--- src/rtl/enc_in_sched_if.sv ---
// Scheduler bus: varint FIFO head, raw-data FIFO head, and the registered output stream.
// master = FIFO/encoder side, slave = scheduler side.
interface enc_in_sched_if;
   localparam int unsigned DATA_W  = 32;
   localparam int unsigned STRB_W  = 4;
   localparam int unsigned INDEX_W = 10;

   logic               vf_empty;
   logic [DATA_W-1:0]  vf_data;
   logic [INDEX_W-1:0] vf_index;
   logic               vf_last;
   logic               vf_pop;

   logic               rf_empty;
   logic [DATA_W-1:0]  rf_data;
   logic [STRB_W-1:0]  rf_wstrb;
   logic [INDEX_W-1:0] rf_index;
   logic               rf_last;
   logic               rf_pop;

   logic               out_valid;
   logic               out_ready;
   logic [DATA_W-1:0]  out_data;
   logic [STRB_W-1:0]  out_wstrb;
   logic               out_sel;
   logic               out_last;
   logic [INDEX_W-1:0] out_index;

   modport master (
      output vf_empty, vf_data, vf_index, vf_last,
      input  vf_pop,
      output rf_empty, rf_data, rf_wstrb, rf_index, rf_last,
      input  rf_pop,
      input  out_valid, out_data, out_wstrb, out_sel, out_last, out_index,
      output out_ready
   );

   modport slave (
      input  vf_empty, vf_data, vf_index, vf_last,
      output vf_pop,
      input  rf_empty, rf_data, rf_wstrb, rf_index, rf_last,
      output rf_pop,
      output out_valid, out_data, out_wstrb, out_sel, out_last, out_index,
      input  out_ready
   );
endinterface

--- src/rtl/enc_in_sched.sv ---
// Drains varint then raw-data FIFO words per record into one registered valid/ready stream.
// Optional head-index checking against the running record index: ENC_SCHED_CHECK_EN.
module enc_in_sched (
   input  logic           clk,
   input  logic           reset,
   input  logic           enable,
   enc_in_sched_if.slave  bus,
   output logic           busy,
   output logic           err
);
   localparam int unsigned DATA_W  = 32;
   localparam int unsigned STRB_W  = 4;
   localparam int unsigned INDEX_W = 10;

   typedef enum logic [1:0] {S_IDLE, S_VARINT, S_RAW, S_ERR} state_t;

   state_t               r_state;
   state_t               w_state_nxt;
   logic                 r_out_valid;
   logic [DATA_W-1:0]    r_out_data;
   logic [STRB_W-1:0]    r_out_wstrb;
   logic                 r_out_sel;
   logic                 r_out_last;
   logic [INDEX_W-1:0]   r_out_index;
   logic [INDEX_W-1:0]   r_cur_index;
   logic                 r_busy;

   logic                 w_free;
   logic                 w_vf_idx_ok;
   logic                 w_rf_idx_ok;
   logic                 w_vf_pop;
   logic                 w_rf_pop;
   logic                 w_load;
   logic                 w_ld_sel;
   logic                 w_ld_last;
   logic [DATA_W-1:0]    w_ld_data;
   logic [STRB_W-1:0]    w_ld_wstrb;
   logic [INDEX_W-1:0]   w_ld_index;
   logic                 w_idx_inc;
   logic                 w_out_valid_nxt;

   assign w_free = !r_out_valid || bus.out_ready;

`ifdef ENC_SCHED_CHECK_EN
   logic r_err;
   assign w_vf_idx_ok = (bus.vf_index == r_cur_index);
   assign w_rf_idx_ok = (bus.rf_index == r_cur_index);
   assign err         = r_err;

   // Sticky until reset; set on the cycle the FSM refuses a mismatched head.
   always_ff @(posedge clk) begin
      if (reset) r_err <= 1'b0;
      else if (w_state_nxt == S_ERR) r_err <= 1'b1;
   end
`else
   assign w_vf_idx_ok = 1'b1;
   assign w_rf_idx_ok = 1'b1;
   assign err         = 1'b0;
`endif

   // Next state, pop strobes and output-register load selection.
   always_comb begin
      w_state_nxt = r_state;
      w_vf_pop    = 1'b0;
      w_rf_pop    = 1'b0;
      w_load      = 1'b0;
      w_ld_sel    = 1'b0;
      w_ld_last   = 1'b0;
      w_ld_data   = '0;
      w_ld_wstrb  = '1;
      w_ld_index  = '0;
      w_idx_inc   = 1'b0;
      case (r_state)
         S_IDLE: begin
            if (enable) w_state_nxt = S_VARINT;
         end
         S_VARINT: begin
            if (w_free && !bus.vf_empty) begin
               if (!w_vf_idx_ok) begin
                  w_state_nxt = S_ERR;
               end else begin
                  w_vf_pop   = 1'b1;
                  w_load     = 1'b1;
                  w_ld_data  = bus.vf_data;
                  w_ld_index = bus.vf_index;
                  if (bus.vf_last) w_state_nxt = S_RAW;
               end
            end
         end
         S_RAW: begin
            if (w_free && !bus.rf_empty) begin
               if (!w_rf_idx_ok) begin
                  w_state_nxt = S_ERR;
               end else begin
                  w_rf_pop   = 1'b1;
                  w_load     = 1'b1;
                  w_ld_sel   = 1'b1;
                  w_ld_data  = bus.rf_data;
                  w_ld_wstrb = bus.rf_wstrb;
                  w_ld_index = bus.rf_index;
                  w_ld_last  = bus.rf_last;
                  if (bus.rf_last) begin
                     w_idx_inc   = 1'b1;
                     w_state_nxt = enable ? S_VARINT : S_IDLE;
                  end
               end
            end
         end
         S_ERR: begin
            w_state_nxt = S_ERR;
         end
         default: begin
            w_state_nxt = S_IDLE;
         end
      endcase
   end

   assign w_out_valid_nxt = w_load || (r_out_valid && !bus.out_ready);

   always_ff @(posedge clk) begin
      if (reset) begin
         r_state     <= S_IDLE;
         r_cur_index <= '0;
         r_out_valid <= 1'b0;
         r_out_data  <= '0;
         r_out_wstrb <= '0;
         r_out_sel   <= 1'b0;
         r_out_last  <= 1'b0;
         r_out_index <= '0;
         r_busy      <= 1'b0;
      end else begin
         r_state     <= w_state_nxt;
         r_out_valid <= w_out_valid_nxt;
         r_busy      <= (w_state_nxt != S_IDLE) || w_out_valid_nxt;
         if (w_idx_inc) r_cur_index <= r_cur_index + INDEX_W'(1);
         // Payload only changes on a load, so it stays stable under backpressure.
         if (w_load) begin
            r_out_data  <= w_ld_data;
            r_out_wstrb <= w_ld_wstrb;
            r_out_sel   <= w_ld_sel;
            r_out_last  <= w_ld_last;
            r_out_index <= w_ld_index;
         end
      end
   end

   assign bus.vf_pop    = w_vf_pop;
   assign bus.rf_pop    = w_rf_pop;
   assign bus.out_valid = r_out_valid;
   assign bus.out_data  = r_out_data;
   assign bus.out_wstrb = r_out_wstrb;
   assign bus.out_sel   = r_out_sel;
   assign bus.out_last  = r_out_last;
   assign bus.out_index = r_out_index;
   assign busy          = r_busy;
endmodule

--- src/flat_wrapper.sv ---
// flat-port wrapper written by rule: the top's interface ports become plain ports
module enc_in_sched_flat 
  (clk, reset, enable, busy, err, bus_vf_empty, bus_vf_data, bus_vf_index, bus_vf_last, bus_vf_pop, bus_rf_empty, bus_rf_data, bus_rf_wstrb, bus_rf_index, bus_rf_last, bus_rf_pop, bus_out_valid, bus_out_data, bus_out_wstrb, bus_out_sel, bus_out_last, bus_out_index, bus_out_ready);
  enc_in_sched_if bus_i ();
  input  logic clk;
  input  logic reset;
  input  logic enable;
  output logic busy;
  output logic err;
  input wire logic [$bits(bus_i.vf_empty)-1:0] bus_vf_empty;
  input wire logic [$bits(bus_i.vf_data)-1:0] bus_vf_data;
  input wire logic [$bits(bus_i.vf_index)-1:0] bus_vf_index;
  input wire logic [$bits(bus_i.vf_last)-1:0] bus_vf_last;
  output wire logic [$bits(bus_i.vf_pop)-1:0] bus_vf_pop;
  input wire logic [$bits(bus_i.rf_empty)-1:0] bus_rf_empty;
  input wire logic [$bits(bus_i.rf_data)-1:0] bus_rf_data;
  input wire logic [$bits(bus_i.rf_wstrb)-1:0] bus_rf_wstrb;
  input wire logic [$bits(bus_i.rf_index)-1:0] bus_rf_index;
  input wire logic [$bits(bus_i.rf_last)-1:0] bus_rf_last;
  output wire logic [$bits(bus_i.rf_pop)-1:0] bus_rf_pop;
  output wire logic [$bits(bus_i.out_valid)-1:0] bus_out_valid;
  output wire logic [$bits(bus_i.out_data)-1:0] bus_out_data;
  output wire logic [$bits(bus_i.out_wstrb)-1:0] bus_out_wstrb;
  output wire logic [$bits(bus_i.out_sel)-1:0] bus_out_sel;
  output wire logic [$bits(bus_i.out_last)-1:0] bus_out_last;
  output wire logic [$bits(bus_i.out_index)-1:0] bus_out_index;
  input wire logic [$bits(bus_i.out_ready)-1:0] bus_out_ready;
  assign bus_i.vf_empty = bus_vf_empty;
  assign bus_i.vf_data = bus_vf_data;
  assign bus_i.vf_index = bus_vf_index;
  assign bus_i.vf_last = bus_vf_last;
  assign bus_vf_pop = bus_i.vf_pop;
  assign bus_i.rf_empty = bus_rf_empty;
  assign bus_i.rf_data = bus_rf_data;
  assign bus_i.rf_wstrb = bus_rf_wstrb;
  assign bus_i.rf_index = bus_rf_index;
  assign bus_i.rf_last = bus_rf_last;
  assign bus_rf_pop = bus_i.rf_pop;
  assign bus_out_valid = bus_i.out_valid;
  assign bus_out_data = bus_i.out_data;
  assign bus_out_wstrb = bus_i.out_wstrb;
  assign bus_out_sel = bus_i.out_sel;
  assign bus_out_last = bus_i.out_last;
  assign bus_out_index = bus_i.out_index;
  assign bus_i.out_ready = bus_out_ready;
  enc_in_sched u_core (.clk(clk), .reset(reset), .enable(enable), .bus(bus_i), .busy(busy), .err(err));
endmodule
--- config.mk ---
export PLATFORM = sky130hd
export DESIGN_NAME = enc_in_sched_flat
export DESIGN_NICKNAME = d
export VERILOG_FILES = /design/src/rtl/enc_in_sched_if.sv /design/src/rtl/enc_in_sched.sv /design/src/flat_wrapper.sv
export SDC_FILE = /design/constraint.sdc
export NUM_CORES = 1
export LEC_CHECK = 0
export CORE_AREA = 2 2 86 88
export CTS_BUF_LIST = sky130_fd_sc_hd__clkbuf_8
export CTS_CLUSTER_DIAMETER = 40
export CTS_CLUSTER_SIZE = 40
export DETAILED_ROUTE_END_ITERATION = 12
export DIE_AREA = 0 0 88 90
export PLACE_DENSITY = 0.78
export SYNTH_ARGS = -nofsm -noshare
export SYNTH_HDL_FRONTEND = slang
export SYNTH_SLANG_ARGS = --single-unit
export TNS_END_PERCENT = 5
--- constraint.sdc ---
create_clock -name clk -period 1.8 [get_ports clk]
set_input_delay 0.27 -clock clk [delete_from_list [all_inputs] [get_ports clk]]
set_output_delay 0.27 -clock clk [all_outputs]
set_load 0.03 [all_outputs]
Word-level counts from Yosys, hierarchy flattened
Cells that the tools add are included.
{"block": "classes", "n_mux": 22, "n_eq_ne": 3, "n_reduce_logical": 12}
{"op": "$mux W32", "n": 2}
{"op": "$pmux W32 S2", "n": 1}
{"op": "$mux W10", "n": 2}
{"op": "$pmux W10 S2", "n": 1}
{"op": "$mux W2", "n": 5}
{"op": "$mux W4", "n": 2}
{"op": "$pmux W2 S4", "n": 1}
{"op": "$mux W1", "n": 7}
{"op": "$eq A2 B2 Y1 const B", "n": 2}
{"op": "$logic_not A1 Y1", "n": 4}
{"op": "$logic_and A1 B1 Y1", "n": 3}
{"op": "$logic_or A1 B1 Y1", "n": 3}
{"op": "$eq A2 B1 Y1 const B", "n": 1}
{"op": "$logic_not A2 Y1", "n": 1}
{"op": "$pmux W1 S2", "n": 1}
{"op": "$reduce_bool A2 Y1", "n": 1}
{"block": "word_totals", "output_inout_bits": 53, "register_bits": 52, "word_cells": 45, "in_bits": 96}

Depth between registers and ports, before layout
{"block": "logic_depth", "word_depth": 7, "depth_mapped": 8, "mapped_depth_nobuf": 6}

Worst setup path before layout
No wires, ideal clock.
{"block": "synth_timing", "path_type": "register to register", "from": "register u_core.r_out_valid (netlist: u_core.bus.out_valid)", "to": "register u_core.r_out_index[2] (netlist: u_core.bus.out_index[2])", "period_less_slack_ns": 1.743, "t_required_ns": 1.672, "path_stages_with_launch": 8, "setup_time_ns": 0.128, "slack_ns": 0.057, "arrival_time_ns": 1.616, "n_path_buf": 2, "cell_sequence": "dfxtp_1 nor2b_4 nor3b_2 buf_4 buf_2 a22o_1 a22oi_1 nor2_1"}
{"block": "synth_between", "elab_chain_cells": 5, "word_cells_on_any_way": 10, "classes_between": "6 x mux; 4 x reduce/logical"}
{"element": "start: declaration", "line_no": "enc_in_sched.sv:19", "text": "logic r_out_valid;"}
{"element": "start signal: assignment", "line_no": "enc_in_sched.sv:133", "text": "r_out_valid <= w_out_valid_nxt;"}
{"element": "$logic_not A1 Y1 *", "line_no": "enc_in_sched.sv:42", "text": "assign w_free = !r_out_valid || bus.out_ready;"}
{"element": "$logic_or A1 B1 Y1 *", "line_no": "enc_in_sched.sv:42"}
{"element": "$logic_and A1 B1 Y1 (on tied branches)", "line_no": "enc_in_sched.sv:91, enc_in_sched.sv:78"}
{"element": "$mux W10, or another cell as far along", "line_no": "enc_in_sched.sv:91", "text": "if (w_free && !bus.rf_empty) begin"}
{"element": "$pmux W10 S2 / $pmux W1 S2 (equally long branches)", "line_no": "enc_in_sched.sv:73", "text": "case (r_state)"}
{"element": "end signal: assignment", "line_no": "enc_in_sched.sv:142", "text": "r_out_index <= w_ld_index;"}
{"element": "end: declaration", "line_no": "enc_in_sched.sv:24", "text": "logic [INDEX_W-1:0] r_out_index;"}
Every way passes the cells marked *; elsewhere a longest branch is shown, timed or not.
A chain may end at the register's enable or synchronous reset.

Worst setup path in the final report
{"block": "layout_timing", "from": "register u_core.r_state[0]", "to": "output bus_rf_pop"}
{"block": "layout_between", "elab_chain_cells": 2}
{"element": "start: declaration", "line_no": "enc_in_sched.sv:17", "text": "state_t r_state;"}
{"element": "start signal: assignment", "line_no": "enc_in_sched.sv:132", "text": "r_state <= w_state_nxt;"}
{"element": "$eq A2 B2 Y1", "line_no": "enc_in_sched.sv:73"}
{"element": "$mux W1", "line_no": "enc_in_sched.sv:73"}
{"element": "end: declaration", "line_no": "flat_wrapper.sv:20", "text": "output wire logic [$bits(bus_i.rf_pop)-1:0] bus_rf_pop;"}
No other way between the ends.

==> flow_summary_export.csv <==
group,metric,value,unit
status,run_status,"finished clean",
worst_setup_path,crit_arrival,1470,ps
clocking,cts_buffers,5,
detailed_routing,first_iter_violations,111,
sta,finalSetupTns,0,ps
floorplan,die_w,88,um
global_route,grt_overflow,0,
detailed_routing,dr_total_vias,2508,
clocking,cts.sink_count,52,
global_route,grt_pass1_vias,2544,
floorplan,io_pins,149,
placement,dp.cells,490,
cells_and_area,final_cell_mix,"144 x clkdlybuf4s50_1, 52 x nor2_1, 50 x dfxtp_1",
global_route,grt_max_degree,27,
floorplan,design.die.area,7920,sq um
detailed_routing,ant_nets,0,
worst_setup_path,crit_type,"reg2out",
clocking,cts_buffer_depth,2,
clocking,cts_tree,"built",
sta,fmax,0.573,GHz
yosys,synth_seq_cells,52,
placement,port_buffers,147,
detailed_routing,vias_per_cell,4.96,
detailed_routing,firstDrtPassIters,4,
global_route,grt_pass1_wl,11600,um
power,cellLeakagePower,1.57,nW
cells_and_area,syn_to_final_growth,80.4,%
sta,rsz0062_at_grt,"true",
placement,place.gp.congestion,0.799,
global_route,antenna_found_initial,0,
yosys,synth_warnings,0,
cells_and_area,layout.nets,506,
global_route,grt_usage,18.0,%
cells_and_area,final_common_cell,"clkdlybuf4s50_1",
detailed_routing,drc,0,
sta,finalSetupViolCount,0,
clocking,htree_num_levels,2,
yosys,yosys.area.top_type,"dfxtp_1",
power,p_total,2.54,mW
hold_path,hp-class,"in2reg",
yosys,yosysUniqueCellTypes,30,
clocking,cts-root-buf,"clkbuf_8",
yosys,yosys-top-cells-area,"dfxtp_1 45%, a22o_1 16%, a22oi_1 14%",
cells_and_area,drive_above_1_share,12.3,%
detailed_routing,drt_wl_total,7490,um
detailed_routing,avgRoutedWirePerCell,14.8,um
cells_and_area,antennaDiodeCount,0,
sta,fin_skew,6.61,ps
placement,hpwlAfterDp,5370,um
clocking,hold_buffers,0,
yosys,synth.net_count,350,
sta,drv_slew,0,
yosys,synth_cells,250,
placement,place_ws,-272,ps
cells_and_area,n_fill_cell,627,
clocking,path_clk_slew,90,ps
floorplan,row_count,31,
yosys,yosys.area.top_type_share,44.7,%
floorplan,design.core.area,7020,sq um
power,power.density,605,nW/um^2
sta,post-route-period-util,96.9,%
yosys,post_synth.cell_area_avg,9.31,sq um
yosys,ys_seq_area_share,44.7,%
worst_setup_path,path_max_fanout,6,
flow_run,drv_cap,0,
worst_setup_path,cp-end-kind,"primary output",
placement,place_area,3980,sq um
clocking,clk_latency,290,ps
floorplan,start_util,33.2,%
sta,period_needed,1740,ps
cells_and_area,final_area,4200,sq um
yosys,synth_area,2330,sq um
worst_setup_path,crit_path_start_kind,"flop",
worst_setup_path,critical_path_required,1530,ps
power,ir_drop,0.000294,V
cells_and_area,layout.cells.non_filler,506,
sta,layout_setup_ws,55.2,ps
sta,finalHoldViolCount,0,
floorplan,die_y,90,um
-- cells by family after synthesis --
logic type | count (synthesis) | synth area share, %
compound gates | 98 | 34.5
simple gates | 67 | 12.7
flops | 52 | 44.7
buf+inv | 28 | 5.80
fa+ha+maj | 4 | 2.15
other cells | 1 | 0.161
-- Yosys cell counts, drive strengths merged --
cell	instances
inv	3
conb	1
o21ba	1
o41a	1
a31oi	2
a22o	42
nor3	4
a21boi	2
o211ai	1
nand2b	1
nand2	4
nor2	52
buf	15
a311oi	1
ha	4
a22oi	42
o21ai	3
nor2b	1
a21oi	1
o21a	1
clkbuf	10
nor3b	3
dfxtp	52
or3	2
a32oi	1
-- layer usage --
metal / GRT usage (%) / up-vias / routed length, um
li1: - / 1238 / -
met1: 20.7 / 1157 / 3100
met2: 31.3 / 105 / 3680
met3: 6.24 / 8 / 630
met4: 4.62 / 0 / 78
met5: 0 / - / 0
-- per-stage QoR --
stage	util [%]	hold WS, ps
final	59.8	211
after CTS	58.5	213
after global routing	59.8	208
after global placement	56.7	445
after floorplan	-	350
after detailed placement	56.7	459
-- final timing paths --
| check | cells after the start | endpoint | slack, ps | from |
|---|---|---|---|---|
| worst max-delay path | 5 | bus_rf_pop | 60 | u_core.r_state[0]$_SDFF_PP0_ |
| worst max register to register | 7 | u_core.busy$_SDFF_PP0_ | 70 | u_core.r_state[1]$_SDFF_PP0_ |
| worst min register to register | 2 | u_core.bus.out_sel$_SDFFE_PP0P_ | 470 | u_core.bus.out_sel$_SDFFE_PP0P_ |
| worst min-delay path | 2 | u_core.r_state[1]$_SDFF_PP0_ | 210 | reset |
-- state kept, by name, summed over array words and instances, names as in the netlist --
register,flops
u_core.bus.out_index,10
u_core.bus.out_valid,1
u_core.busy,1
u_core.bus.out_sel,1
u_core.r_state,2
u_core.bus.out_wstrb,4
u_core.bus.out_data,32
u_core.bus.out_last,1
-- report_power, final --
| part | total, mW | leakage [nW] | internal [mW] | switching [mW] |
|---|---|---|---|---|
| Sequential | 1.21 | 0.422 | 1.19 | 0.0209 |
| Combinational | 0.657 | 1.10 | 0.369 | 0.288 |
| Clock | 0.678 | 0.0510 | 0.308 | 0.371 |
| Total | 2.54 | 1.57 | 1.86 | 0.680 |
-- final cells by class --
cell class / count / area (sq um) / share of cell area, %
Clock buffer: 6 / 82.6 / 1.97
Multi-Input combinational cell: 170 / 1180 / 28.0
Clock inverter: 2 / 10.0 / 0.238
Inverter: 3 / 11.3 / 0.268
Tap cell: 99 / 124 / 2.95
Sequential cell: 52 / 1050 / 24.9
Timing Repair Buffer: 174 / 1750 / 41.6
-- critical path, cell delays in order (launching register included) --
cell	delay, ps
dfxtp_4	380
inv_2	60
ha_2	170
nor3b_4	280
buf_8	160
buf_6	130
-- repair_timing --
item / 4_1_cts / 5_1_grt
pin swaps: 0 / 1
buffers inserted: 2 / 5
resized for setup: 5 / 10
endpoints found under the setup margin: 25 / 25
cloned: 0 / 1
(Power assumes the default switching activity.)
